### src/rtl/mem_stage_lsu_pkg.sv
`default_nettype none
// ============================================================================
// mem_stage_lsu_pkg -- shared load/store encodings, FSM states, alignment helper
// Revision 1.0
// ============================================================================
package mem_stage_lsu_pkg;

  localparam logic [2:0] C_F3_LB  = 3'b000;
  localparam logic [2:0] C_F3_LH  = 3'b001;
  localparam logic [2:0] C_F3_LW  = 3'b010;
  localparam logic [2:0] C_F3_LBU = 3'b100;
  localparam logic [2:0] C_F3_LHU = 3'b101;

  typedef enum logic [1:0] {
    S_IDLE = 2'b00,
    S_REQ  = 2'b01,
    S_DONE = 2'b10
  } lsu_state_t;

  // funct3[1:0] carries the access size; any size code above half is a word.
  function automatic logic addr_aligned(input logic [2:0] funct3, input logic [1:0] offset);
    logic ok;
    case (funct3[1:0])
      2'b00:   ok = 1'b1;
      2'b01:   ok = ~offset[0];
      default: ok = (offset == 2'b00);
    endcase
    return ok;
  endfunction

endpackage
`default_nettype wire

### src/rtl/mem_stage_lsu_if.sv
`default_nettype none
// ============================================================================
// mem_stage_lsu_if -- data-memory request/response bus (valid/ready style)
// Revision 1.0
// ============================================================================
interface mem_stage_lsu_if #(
  parameter int XLEN = 32
);
  logic              dmem_req;
  logic              dmem_we;
  logic [XLEN-1:0]   dmem_addr;
  logic [XLEN-1:0]   dmem_wdata;
  logic [XLEN/8-1:0] dmem_strb;
  logic              dmem_ready;
  logic [XLEN-1:0]   dmem_rdata;

  modport master (
    output dmem_req, dmem_we, dmem_addr, dmem_wdata, dmem_strb,
    input  dmem_ready, dmem_rdata
  );

  modport slave (
    input  dmem_req, dmem_we, dmem_addr, dmem_wdata, dmem_strb,
    output dmem_ready, dmem_rdata
  );
endinterface
`default_nettype wire

### src/rtl/mem_stage_lsu_load_align.sv
`default_nettype none
// ============================================================================
// mem_stage_lsu_load_align -- selects and sign/zero-extends the loaded lane
// Revision 1.0
// ============================================================================
module mem_stage_lsu_load_align
  import mem_stage_lsu_pkg::*;
(
  input  wire logic [31:0] rdata_i,
  input  wire logic [1:0]  offset_i,
  input  wire logic [2:0]  funct3_i,
  output logic      [31:0] data_o
);

  logic [7:0]  byte_sel;
  logic [15:0] half_sel;

  always_comb begin
    byte_sel = rdata_i[7:0];
    case (offset_i)
      2'b00:   byte_sel = rdata_i[7:0];
      2'b01:   byte_sel = rdata_i[15:8];
      2'b10:   byte_sel = rdata_i[23:16];
      default: byte_sel = rdata_i[31:24];
    endcase
    half_sel = offset_i[1] ? rdata_i[31:16] : rdata_i[15:0];

    case (funct3_i)
      C_F3_LB:  data_o = {{24{byte_sel[7]}}, byte_sel};
      C_F3_LBU: data_o = {24'd0, byte_sel};
      C_F3_LH:  data_o = {{16{half_sel[15]}}, half_sel};
      C_F3_LHU: data_o = {16'd0, half_sel};
      C_F3_LW:  data_o = rdata_i;
      default:  data_o = rdata_i;
    endcase
  end

endmodule
`default_nettype wire

### src/rtl/mem_stage_lsu.sv
`default_nettype none
// ============================================================================
// mem_stage_lsu -- MEM-stage load/store unit: bus handshake, timeout, WB bundle
// Revision 1.0
// ============================================================================
module mem_stage_lsu
  import mem_stage_lsu_pkg::*;
#(
  parameter int TIMEOUT_CYC = 16,
  parameter int XLEN        = 32
) (
  input  wire logic            clk,
  input  wire logic            reset,
  input  wire logic [XLEN-1:0] G_in,
  input  wire logic [XLEN-1:0] Data_out_in,
  input  wire logic [3:0]      STRB_in,
  input  wire logic            MW_in,
  input  wire logic            MD_in,
  input  wire logic            RW_in,
  input  wire logic [4:0]      RD_in,
  input  wire logic [2:0]      funct3_in,
  mem_stage_lsu_if.master      dmem,
  output logic                 stall,
  output logic      [XLEN-1:0] wb_data,
  output logic      [4:0]      wb_rd,
  output logic                 wb_rw,
  output logic                 misalign_err,
  output logic                 bus_err
);

  localparam int CNT_W = (TIMEOUT_CYC > 1) ? $clog2(TIMEOUT_CYC) : 1;

  lsu_state_t      state_q;
  logic            req_q;
  logic            we_q;
  logic [XLEN-1:0] addr_q;
  logic [XLEN-1:0] wdata_q;
  logic [3:0]      strb_q;
  logic [2:0]      funct3_q;
  logic [1:0]      off_q;
  logic [4:0]      rd_q;
  logic            rw_q;
  logic [CNT_W-1:0] wait_q;
  logic [XLEN-1:0] wb_data_q;
  logic [4:0]      wb_rd_q;
  logic            wb_rw_q;
  logic            misalign_q;
  logic            bus_err_q;

  logic            memop;
  logic            aligned;
  logic            timeout_hit;
  logic [31:0]     load_val;

  assign memop   = MD_in | MW_in;
  assign aligned = addr_aligned(funct3_in, G_in[1:0]);

  generate
    if (TIMEOUT_CYC != 0) begin : g_timeout
      assign timeout_hit = (wait_q == CNT_W'(TIMEOUT_CYC - 1));
    end else begin : g_no_timeout
      assign timeout_hit = 1'b0;
    end
  endgenerate

  mem_stage_lsu_load_align u_load_align (
    .rdata_i  (dmem.dmem_rdata),
    .offset_i (off_q),
    .funct3_i (funct3_q),
    .data_o   (load_val)
  );

  // Stall is forced low while reset is held so every output reads 0 in reset.
  assign stall = reset & (((state_q == S_IDLE) & memop) | (state_q == S_REQ));

  always_ff @(posedge clk or negedge reset) begin
    if (!reset) begin
      state_q    <= S_IDLE;
      req_q      <= 1'b0;
      we_q       <= 1'b0;
      addr_q     <= '0;
      wdata_q    <= '0;
      strb_q     <= 4'd0;
      funct3_q   <= 3'd0;
      off_q      <= 2'd0;
      rd_q       <= 5'd0;
      rw_q       <= 1'b0;
      wait_q     <= '0;
      wb_data_q  <= '0;
      wb_rd_q    <= 5'd0;
      wb_rw_q    <= 1'b0;
      misalign_q <= 1'b0;
      bus_err_q  <= 1'b0;
    end else begin
      misalign_q <= 1'b0;
      bus_err_q  <= 1'b0;
      case (state_q)
        S_IDLE: begin
          if (!memop) begin
            wb_data_q <= G_in;
            wb_rd_q   <= RD_in;
            wb_rw_q   <= RW_in;
          end else if (!aligned) begin
            misalign_q <= 1'b1;
            wb_rw_q    <= 1'b0;
            state_q    <= S_DONE;
          end else begin
            addr_q   <= {G_in[XLEN-1:2], 2'b00};
            wdata_q  <= Data_out_in;
            strb_q   <= MW_in ? STRB_in : 4'd0;
            we_q     <= MW_in;
            funct3_q <= funct3_in;
            off_q    <= G_in[1:0];
            rd_q     <= RD_in;
            rw_q     <= RW_in;
            wait_q   <= '0;
            req_q    <= 1'b1;
            state_q  <= S_REQ;
          end
        end
        S_REQ: begin
          // A response arriving on the last allowed cycle still completes.
          if (dmem.dmem_ready) begin
            req_q <= 1'b0;
            if (!we_q) begin
              wb_data_q <= load_val;
              wb_rd_q   <= rd_q;
              wb_rw_q   <= rw_q;
            end else begin
              wb_rw_q <= 1'b0;
            end
            state_q <= S_DONE;
          end else if (timeout_hit) begin
            req_q     <= 1'b0;
            bus_err_q <= 1'b1;
            wb_rw_q   <= 1'b0;
            state_q   <= S_DONE;
          end else begin
            wait_q <= wait_q + 1'b1;
          end
        end
        S_DONE:  state_q <= S_IDLE;
        default: state_q <= S_IDLE;
      endcase
    end
  end

  assign dmem.dmem_req   = req_q;
  assign dmem.dmem_we    = we_q;
  assign dmem.dmem_addr  = addr_q;
  assign dmem.dmem_wdata = wdata_q;
  assign dmem.dmem_strb  = strb_q;

  assign wb_data      = wb_data_q;
  assign wb_rd        = wb_rd_q;
  assign wb_rw        = wb_rw_q;
  assign misalign_err = misalign_q;
  assign bus_err      = bus_err_q;

endmodule
`default_nettype wire

### src/flat_wrapper.sv
// flat-port wrapper written by rule: the top's interface ports become plain ports
module mem_stage_lsu_flat import mem_stage_lsu_pkg::*;
#(
  parameter int TIMEOUT_CYC = 16,
  parameter int XLEN        = 32
)
  (clk, reset, G_in, Data_out_in, STRB_in, MW_in, MD_in, RW_in, RD_in, funct3_in, stall, wb_data, wb_rd, wb_rw, misalign_err, bus_err, dmem_dmem_req, dmem_dmem_we, dmem_dmem_addr, dmem_dmem_wdata, dmem_dmem_strb, dmem_dmem_ready, dmem_dmem_rdata);
  mem_stage_lsu_if #(.XLEN(XLEN)) dmem_i ();
  input  wire logic clk;
  input  wire logic reset;
  input  wire logic [XLEN-1:0] G_in;
  input  wire logic [XLEN-1:0] Data_out_in;
  input  wire logic [3:0] STRB_in;
  input  wire logic MW_in;
  input  wire logic MD_in;
  input  wire logic RW_in;
  input  wire logic [4:0] RD_in;
  input  wire logic [2:0] funct3_in;
  output logic stall;
  output logic      [XLEN-1:0] wb_data;
  output logic      [4:0] wb_rd;
  output logic wb_rw;
  output logic misalign_err;
  output logic bus_err;
  output wire logic [$bits(dmem_i.dmem_req)-1:0] dmem_dmem_req;
  output wire logic [$bits(dmem_i.dmem_we)-1:0] dmem_dmem_we;
  output wire logic [$bits(dmem_i.dmem_addr)-1:0] dmem_dmem_addr;
  output wire logic [$bits(dmem_i.dmem_wdata)-1:0] dmem_dmem_wdata;
  output wire logic [$bits(dmem_i.dmem_strb)-1:0] dmem_dmem_strb;
  input wire logic [$bits(dmem_i.dmem_ready)-1:0] dmem_dmem_ready;
  input wire logic [$bits(dmem_i.dmem_rdata)-1:0] dmem_dmem_rdata;
  assign dmem_dmem_req = dmem_i.dmem_req;
  assign dmem_dmem_we = dmem_i.dmem_we;
  assign dmem_dmem_addr = dmem_i.dmem_addr;
  assign dmem_dmem_wdata = dmem_i.dmem_wdata;
  assign dmem_dmem_strb = dmem_i.dmem_strb;
  assign dmem_i.dmem_ready = dmem_dmem_ready;
  assign dmem_i.dmem_rdata = dmem_dmem_rdata;
  mem_stage_lsu #(.TIMEOUT_CYC(TIMEOUT_CYC), .XLEN(XLEN)) u_core (.clk(clk), .reset(reset), .G_in(G_in), .Data_out_in(Data_out_in), .STRB_in(STRB_in), .MW_in(MW_in), .MD_in(MD_in), .RW_in(RW_in), .RD_in(RD_in), .funct3_in(funct3_in), .dmem(dmem_i), .stall(stall), .wb_data(wb_data), .wb_rd(wb_rd), .wb_rw(wb_rw), .misalign_err(misalign_err), .bus_err(bus_err));
endmodule
### config.mk
export PLATFORM = sky130hd
export DESIGN_NAME = mem_stage_lsu_flat
export DESIGN_NICKNAME = d
export VERILOG_FILES = /design/src/rtl/mem_stage_lsu_pkg.sv /design/src/rtl/mem_stage_lsu_if.sv /design/src/rtl/mem_stage_lsu_load_align.sv /design/src/rtl/mem_stage_lsu.sv /design/src/flat_wrapper.sv
export SDC_FILE = /design/constraint.sdc
export NUM_CORES = 1
export LEC_CHECK = 0
export CORE_ASPECT_RATIO = 0.7
export CORE_MARGIN = 8
export CORE_UTILIZATION = 49
export DETAILED_ROUTE_END_ITERATION = 8
export PLACE_DENSITY = 0.92
export SETUP_SLACK_MARGIN = 0.05
export SYNTH_ARGS = -nofsm -noshare
export SYNTH_HDL_FRONTEND = slang
export SYNTH_HIERARCHICAL = 1
export SYNTH_SLANG_ARGS = --single-unit
### constraint.sdc
create_clock -name clk -period 4.3 [get_ports clk]
set_input_delay 0.43 -clock clk [delete_from_list [all_inputs] [get_ports clk]]
set_output_delay 0.43 -clock clk [all_outputs]
set_load 0.005 [all_outputs]
# Yosys cells after proc, flatten, opt, wreduce, memory -nomap -nowiden
# Index checks and enable logic that the tools add are counted.
[word_totals]
out_inout_bits = 111
reg_bits = 125
[classes]
n_bitwise = 5
eq_ne = 17
n_mux = 39
addsub = 1
n_reduce_logical = 12
[ops]
columns = ["cell", "count"]
rows = [
  ["32-bit one-hot mux with 4 select lines", 1],
  ["32-bit 2-to-1 mux", 3],
  ["32-bit one-hot mux with 2 select lines", 1],
  ["8-bit one-hot mux with 3 select lines", 1],
  ["4-bit 2-to-1 mux", 5],
  ["16-bit 2-to-1 mux", 1],
  ["5-bit 2-to-1 mux", 3],
  ["1-bit 2-to-1 mux", 14],
  ["2-bit inequality test (second input constant)", 5],
  ["5-bit one-hot mux with 2 select lines", 1],
  ["2-bit logical NOT", 4],
  ["2-bit 2-to-1 mux", 4],
  ["4-bit one-hot mux with 2 select lines", 1],
  ["4-bit AND reduction", 2],
  ["2-bit by 1-bit equality test with 1-bit output (second input constant)", 3],
  ["3-bit equality test (second input constant)", 2],
  ["1-bit one-hot mux with 2 select lines", 3],
  ["3-bit AND reduction", 2],
  ["5-bit AND reduction", 1],
  ["4-bit by 1-bit adder with 4-bit output (second input constant)", 1],
  ["4-bit equality test (second input constant)", 1],
  ["2-bit by 1-bit inequality test with 1-bit output (second input constant)", 2],
  ["2-bit one-hot mux with 2 select lines", 1],
  ["3-bit by 1-bit equality test with 1-bit output (second input constant)", 1],
  ["9 further kinds", 11],
]

# Longest topological paths before layout
# Gate-level depths: netlist (run 1).
[logic_depth]
ltp_word = 6
mapped_depth = 7
depth_no_buf = 5

# By module
# Netlist (run 1), hierarchy kept.
[modules_own_cells]
columns = ["mod", "seq_area_each_um2", "area_each_um2", "instances", "cells_per_inst"]
rows = [
  ["mem_stage_lsu", 3128.0, 5243.8, 1, 426],
  ["mem_stage_lsu_load_align", 0.0, 969.7, 1, 133],
]

# Worst setup path after synthesis (run 1)
# Ideal clock, no wire load.
[synth_timing]
kind = "reg-to-reg"
startpoint = "register u_core.wait_q[0]"
endpoint = "register u_core.wb_rw_q, in the netlist u_core/wb_rw"
slack_ns = 2.565
required_time_ns = 4.175
setup_time_ns = 0.125
path_buffers = 0
arrival_time_ns = 1.611
stages_incl_launch_ff = 6
synth_period_minus_slack_ns = 1.735
cell_sequence = "dfrtp_1 -> ha_1 -> and3_1 -> or3_1 -> nand3b_1 -> mux2_2"
[synth_via]
elab_chain_cells = 3
[synth_lines]
columns = ["item", "line", "source"]
rows = [
  ["start, declared", "mem_stage_lsu.sv:43", "logic [CNT_W-1:0] wait_q;"],
  ["start signal, assigned", "mem_stage_lsu.sv:139", "wait_q <= wait_q + 1'b1;"],
  ["4-bit equality test", "mem_stage_lsu.sv:60", "assign timeout_hit = (wait_q == CNT_W'(TIMEOUT_CYC - 1));"],
  ["3-bit by 2-bit inequality test with 1-bit output (no source line)", "--", ""],
  ["3-bit AND reduction (no source line)", "--", ""],
  ["end signal, assigned", "mem_stage_lsu.sv:102", "wb_rw_q <= RW_in;"],
  ["end signal, assigned", "mem_stage_lsu.sv:128", "wb_rw_q <= rw_q;"],
  ["end, declared", "mem_stage_lsu.sv:46", "logic wb_rw_q;"],
]
# No other way between the ends.
# A chain may end at the register's enable or synchronous reset.

# Worst setup path in the final report (run 1)
[layout_timing]
startpoint = "register u_core.off_q[1]"
endpoint = "register u_core.wb_data_q[12], in the netlist u_core/wb_data[12]"
[layout_via]
elab_chain_cells = 6
elab_cells_between_ends = 9
classes_between = "eq/ne (2); mux (6); reduce/logical (1)"
[layout_lines]
columns = ["item", "line", "source"]
rows = [
  ["start, declared", "mem_stage_lsu.sv:40", "logic [1:0] off_q;"],
  ["start signal, assigned", "mem_stage_lsu.sv:113", "off_q <= G_in[1:0];"],
  ["2-bit equality test, or another cell as far along", "mem_stage_lsu_load_align.sv:20", "case (offset_i)"],
  ["8-bit one-hot mux with 3 select lines", "mem_stage_lsu_load_align.sv:20", ""],
  ["32-bit one-hot mux with 4 select lines (*)", "mem_stage_lsu_load_align.sv:28", "case (funct3_i)"],
  ["net u_core.load_val[12]", "mem_stage_lsu.sv:53", "logic [31:0] load_val;"],
  ["32-bit 2-to-1 mux (*)", "mem_stage_lsu.sv:125", "if (!we_q) begin"],
  ["32-bit 2-to-1 mux (*)", "mem_stage_lsu.sv:123", "if (dmem.dmem_ready) begin"],
  ["32-bit one-hot mux with 2 select lines (*)", "mem_stage_lsu.sv:97", "case (state_q)"],
  ["end signal, assigned", "mem_stage_lsu.sv:100", "wb_data_q <= G_in;"],
  ["end signal, assigned", "mem_stage_lsu.sv:126", "wb_data_q <= load_val;"],
  ["end, declared", "mem_stage_lsu.sv:44", "logic [XLEN-1:0] wb_data_q;"],
]
# The timed path passes the listed nets; every way through them passes the cells marked *. The select of a mux whose other input is x is not followed.

==> metrics, run 1 <==
status completed; CP arrival ~2900 ps; post-route ant nets 0; initial antenna violation count 0; Vias/cell ~5.7; crit-path cells nor2b_1, a21oi_1, o221ai_2, nand2_1, a31oi_1; Core ar. around 12000 sq um; initial DRC count 474; setup tns final 0 ps; GR Overflow Total 0; share of cells above drive strength 1 between 10% and 20%; Tot GR Track Use between 20% and 30%; vias in the first global route 5674; top cell type's share of synthesized area roughly half; leakage 3.75 nW; IO buf count around 220; post-synthesis register bit count 125; post-synthesis compound-gate area fraction 13.6%; Max Fclk ~390 MHz; DRT Wirelength roughly 20000 um; synth cell count leaders dfrtp_1 (125), nand2_1 (84), mux2_2 (74), nor2_1 (70), a31oi_2 (20); Max VDD drop 0.000442 V; Mapped Cells approximately 560; Final Slew Violations 0; Avg Synthesized Cell Area ~11 sq um; largest net degree at the start of global routing 65; Crit Path Max Fanout 30; Int Pwr roughly 4.6 mW; worst slew pin tran 1010 ps; predominant post-synthesis flop cell dfrtp_1; dpl cells between 900 and 1000; Tmin final 2570 ps; Worst EP required roughly 4600 ps; Die ar. about 17000 sq um; leading area contributor after synthesis dfrtp_1; switching fraction of total power between 30% and 40%; CP max stage cell dfrtp_1; antenna diode count 0; asr flop ratio synth 100%; clk_lat worst skew roughly 400 ps; WL met1 7800 um; CTS buffer count 17; GPL Wtd Cong slightly below 0.9; top-count cell post-synth dfrtp_1; Area Growth Syn to Fin 46.0%; vias post-DR approximately 5300; Fill cells between 800 and 900; CP Capture Type flip-flop; period utilization about three fifths; final hold vios 0; Seq pwr share between 30% and 40%; Sink Count about 130; # H-tree levels 4; Setup Viol. Count Final 0; Area contributors post-synth dfrtp_1 (50%), mux2_2 (13%), nand2_1 (5.1%), nor2_1 (4.2%), a31oi_2 (4.0%); Worst setup SP type flip-flop; die height between 100 and 150 um; clk_skew approximately 7.5 ps; uppermost layer routed met4; max capacitance violation total 0; Min-Delay Path Class input pin to async pin; Yosys cell types 49; DR pass1 iterations 6; Avg WL per Cell ~21 um; largest family of logic cells by synthesized area multiplexers; Post-synth EDFFs 0; Post-route DRC 0; Nets ~880; io pins about 230; mapped cell area approximately 6200 sq um; Warnings, synthesis 6; power density over cell area between 700 and 800 nW/um^2; Worst-path clk slew 60 ps; WL met3 roughly 2300 um; Largest stage delay, worst path 1010 ps; first-pass GRT wire length just over 30000 um; post-synthesis mux area share roughly 17%; Clk pwr share between 20 and 25%; post-synthesis sequential area ratio approximately 50%; routed length on met2 roughly 9200 um; initial core utilization around 50%; Setup Crit Path Kind flip-flop to flip-flop; RSZ-0062 raised after global routing false; detailed placer's ending HPWL approximately 14000 um; Synth Area in Adders 0.201%; Horiz. Die Dim 151 um; Max Root-Sink Buffers 2; TritonCTS clock tree done; Rows 34; post-synthesis xor/xnor area fraction less than 1%; Gate power share ~46%; Clock Tree Root clkbuf_16; Switch Pwr between 2 and 2.5 mW; Slew Limit Headroom between 30% and 40%; Simple-Gate Fraction of Synth Area about an eighth; Finished Layout Cells roughly 940
## cell families (layout without fill, tap and decap cells)
family                     count (synthesis)  after routing
buffers and inverters                     56            270
AOI/OAI and AO/OA                        102            102
xor gates and xnor gates                   1              1
adders and majority gates                  1              1
and+or+nand+nor                          188            188
other                                      1              2
muxes                                     85             85
DFF                                      125            125
## cells in the final DEF (no fill, tap or decap), drive strengths merged, types with 5 or more instances in the layout
cell type | Yosys | routed
clkdlybuf4s50 | 0 | 221
dfrtp | 125 | 125
nand2 | 84 | 84
mux2 | 76 | 76
nor2 | 70 | 70
a31oi | 37 | 37
clkbuf | 8 | 20
a21oi | 17 | 17
o22ai | 16 | 16
nor2b | 12 | 12
inv | 11 | 12
o221ai | 8 | 8
mux4 | 7 | 7
a311oi | 7 | 7
bufinv | 0 | 5
clkinv | 1 | 5
buf | 36 | 5
## power by group through the flow
stage / registers [mW] / clock network, mW / logic (mW)
after CTS: 2.21 / 1.58 / 3.19
after global routing: 2.30 / 1.65 / 3.42
after detailed placement: 2.21 / 0 / 3.16
after global placement: 2.17 / 0 / 3.05
final: 2.21 / 1.55 / 3.17
after floorplan: 2.10 / 0 / 1.76
## stage by stage
| stage | utilization (%) | setup WS, ps | cell area, sq um | total power, mW | hold slack, ps |
|---|---|---|---|---|---|
| floorplan | - | 2560 | 6220 | 3.87 | 134 |
| global placement | 68.1 | 1610 | 8420 | 5.22 | 345 |
| detailed placement | 68.1 | 1470 | 8420 | 5.38 | 356 |
| CTS | 73.3 | 1790 | 9070 | 6.99 | 474 |
| global route | 73.3 | 1600 | 9070 | 7.36 | 484 |
| finish | 73.3 | 1730 | 9070 | 6.94 | 474 |
## area by class of cell
type	instances	area, sq um	share of cell area, %
Sequential cell	125	3130	34.5
Multi-Input combinational cell	379	2770	30.6
Timing Repair Buffer	227	2280	25.2
Clock buffer	20	447	4.92
Tap cell	162	203	2.23
Clock inverter	11	190	2.10
Inverter	12	45.0	0.497
## per-layer routing
layer / up-vias / GRT usage [%]
li1: 2389 / -
met1: 2567 / 29.1
met2: 328 / 38.7
met3: 41 / 7.71
met4: 0 / 7.60
met5: - / 0
## state kept, by name, indices dropped and copies added (netlist names)
register                flops
u_core/bus_err              1
u_core/dmem.dmem_addr      30
u_core/dmem.dmem_req        1
u_core/dmem.dmem_strb       4
u_core/dmem.dmem_wdata     32
u_core/dmem.dmem_we         1
u_core/funct3_q             3
u_core/misalign_err         1
u_core/off_q                2
u_core/rd_q                 5
u_core/rw_q                 1
u_core/state_q              2
u_core/wait_q               4
u_core/wb_data             32
u_core/wb_rd                5
u_core/wb_rw                1
## worst paths after layout
kind / start / endpoint / slack [ps] / cells past startpoint
worst min-delay path: reset / u_core/dmem.dmem_addr[24]$_DFFE_PN0P_ / 470 / 2
worst max register to register: u_core/off_q[1]$_DFFE_PN0P_ / u_core/wb_data[12]$_DFFE_PN0P_ / 1730 / 5
max in group asynchronous: reset / u_core/dmem.dmem_addr[31]$_DFFE_PN0P_ / 2160 / 4
min in group clk: u_core/dmem.dmem_addr[30]$_DFFE_PN0P_ / u_core/dmem.dmem_addr[30]$_DFFE_PN0P_ / 500 / 1
worst max-delay path: u_core/off_q[1]$_DFFE_PN0P_ / u_core/wb_data[12]$_DFFE_PN0P_ / 1730 / 5
worst min register to register: u_core/dmem.dmem_addr[30]$_DFFE_PN0P_ / u_core/dmem.dmem_addr[30]$_DFFE_PN0P_ / 500 / 1
## critical path: cells and delay by family (launching register included)
family	cells	cell delay [ps]
flops	1	1010
compound gates	3	660
simple gates	2	800
## what timing repair did
action                    4_1_cts  5_1_grt
hold endpoints to repair       22        0
setup buffers                   0        0
resized for setup               0        0
hold buffers                    1        0
No activity file was read; power rests on OpenSTA's default activity.
==> run 2: changes to the inputs <==
--- a/config.mk
+++ b/config.mk
@@ -7,9 +7,9 @@
 export LEC_CHECK = 0
 export CORE_ASPECT_RATIO = 0.7
 export CORE_MARGIN = 8
-export CORE_UTILIZATION = 49
+export CORE_UTILIZATION = 45
 export DETAILED_ROUTE_END_ITERATION = 8
-export PLACE_DENSITY = 0.92
+export PLACE_DENSITY = 0.86
 export SETUP_SLACK_MARGIN = 0.05
 export SYNTH_ARGS = -nofsm -noshare
 export SYNTH_HDL_FRONTEND = slang
==> constraint.sdc (replaced) <==
create_clock -name clk -period 2.65 [get_ports clk]
set_input_delay 0.265 -clock clk [delete_from_list [all_inputs] [get_ports clk]]
set_output_delay 0.265 -clock clk [all_outputs]
set_load 0.005 [all_outputs]
==> run 2 against run 1 <==
Net effect:
- clock skew down 0.71 ps
- critical endpoint is now stall
- design area increased by 0.68%
- cell count up 4.1%
- highest routed layer unchanged
- clock power increased by 45%
- global-route usage decreased by 1.7 points
- clock-buffer cell count is the same
- sequential power up 59%
- die area rose by 7.7%
- the run now ends with negative hold slack left
- register-to-register slack worse by 1200 ps
==> metrics, run 2 (synthesis results as in run 1) <==
Avg WL per Cell roughly 20 um; crit-path cells nor3_1, nor2_1, and2_1, clkdlybuf4s50_1; worst slew pin tran between 600 and 700 ps; Sink Count 125; violated checks negative hold slack; initial core utilization 45.4%; worst r2r dst u_core/wb_data[26]$_DFFE_PN0P_; initial DRC count between 300 and 400; Setup Viol. Count Final 0; post-route ant nets 0; CP max stage cell dfrtp_1; DR pass1 iterations 7; reg2reg start u_core/off_q[0]$_DFFE_PN0P_; final instance area between 9000 and 10000 sq um; Largest stage delay, worst path 490 ps; CP Capture Type output pin; leakage ~3.8 nW; Final Slew Violations 0; setup tns final 0 ps; Post-route DRC 0; GPL Wtd Cong a little under 0.9; Die ar. 17900 sq um; Final Util 66.7%; largest net degree at the start of global routing 126; Horiz. Die Dim between 150 and 200 um; Rows 36; RSZ-0062 raised after global routing false; vias post-DR 5308; Max VDD drop ~0.00065 V; power density over cell area 1210 nW/um^2; clk_skew ~6.8 ps; Largest delay share family, worst path simple AND/OR/NAND/NOR gates; Power, Total about 11 mW; Clock Tree Root clkbuf_16; vias in the first global route ~5500; io pins ~230; IO buf count about 220; Max Fclk between 400 and 500 MHz; Slew Limit Headroom a little over half; Worst-path clk slew 60 ps; detailed placer's ending HPWL between 10000 and 15000 um; Vias/cell 5.45; Worst EP required ~2400 ps; Core ar. between 10000 and 15000 sq um; status complete, but fails checks; final hold vios 1; Max Root-Sink Buffers 2; CP arrival between 1500 and 2000 ps; Fill cells 1048; Tot GR Track Use between 20% and 30%; Area Growth Syn to Fin 47.0%; most frequent cells in the layout clkdlybuf4s50_1 (221), dfrtp_1 (125), nand2_1 (84); Post-CTS Setup Inserts 0; Crit Path Max Fanout 10; Tmin final about 2200 ps; CP bufs+invs 1; period utilization a little over 80%; Finished Layout Cells 974; first-pass GRT wire length between 30000 and 40000 um; clk_lat worst skew 410 ps; dpl cells roughly 940; Min-Delay Path Class input pin to async pin; Nets between 800 and 900; Setup Crit Path Kind flip-flop to output pin; hold buffers post-CTS 0; initial antenna violation count 1; die height 114 um; leading cell type in the layout, fill and taps excluded clkdlybuf4s50_1; TritonCTS clock tree done; register-to-register setup slack around 540 ps; Min Hold Slack -1.39 ps; worst r2r path cells 6; number of gates resized after CTS 0; GR Overflow Total 0; placed cell area around 8600 sq um; DRT Wirelength around 20000 um; # H-tree levels 4; CTS buffer count 17; Worst setup SP type flip-flop; share of cells above drive strength 1 approximately a fifth; antenna diode count 0; max capacitance violation total 0
run 2: cell count changes in the layout (fill, tap and decap cells not counted), sizes merged:
cell         delta
dlygate4sd3     -1
clkinvlp        +3
buf            +11
bufinv          -3
run 2: stage by stage:
| stage | hold WS, ps | setup slack (ps) |
|---|---|---|
| global placement | 475 | 532 |
| detailed placement | 491 | 453 |
| floorplan | -30.6 | 915 |
| finish | -1.39 | 466 |
| global route | 23.0 | 351 |
| CTS | 50.5 | 450 |
run 2: worst max path at each step:
stage	startpoint	depth (start not counted)	slack (ps)	end
3_3_place_gp	G_in[0]	5	530	u_core/dmem.dmem_addr[25]$_DFFE_PN0P_
2_1_floorplan	u_core/wait_q[0]$_DFFE_PN0P_	5	910	u_core/wb_rw$_DFFE_PN0P_
3_5_place_dp	G_in[0]	5	450	u_core/dmem.dmem_addr[24]$_DFFE_PN0P_
4_1_cts	u_core/state_q[0]$_DFFE_PN0P_	4	450	stall
5_1_grt	u_core/state_q[0]$_DFFE_PN0P_	4	350	stall
6_report	u_core/state_q[0]$_DFFE_PN0P_	4	470	stall
run 2: worst register-to-register path, cell delays in order (launching register included):
cell     delay [ps]
dfrtp_1         660
mux2_4          370
a22oi_4         300
buf_4           300
o22ai_1         110
nand2_1         130
a31oi_2          90
run 2: routing by layer:
metal | global-route usage (%) | vias up | part of all wire (%)
li1 | - | 2406 | -
met1 | 27.0 | 2642 | 42
met2 | 35.2 | 237 | 46
met3 | 8.03 | 23 | 10
met4 | 6.25 | 0 | 1.3
met5 | 0 | - | 0
run 2: where the power goes:
part | internal [mW] | total, mW | switching (mW)
clock | 1.40 | 2.24 | 0.846
combinational | 3.03 | 5.33 | 2.29
sequential | 2.86 | 3.51 | 0.648
total | 7.29 | 11.1 | 3.79
run 2: layout make-up:
type                       count  area, sq um  share of cell area (%)
inverter                      12         45.0                   0.493
clock buffer                  20          447                    4.89
timing repair buffer         237         2380                    26.1
clock inverter                11          119                    1.30
multi-input combinational    379         2770                    30.4
tap                          190          238                    2.60
sequential                   125         3130                    34.3
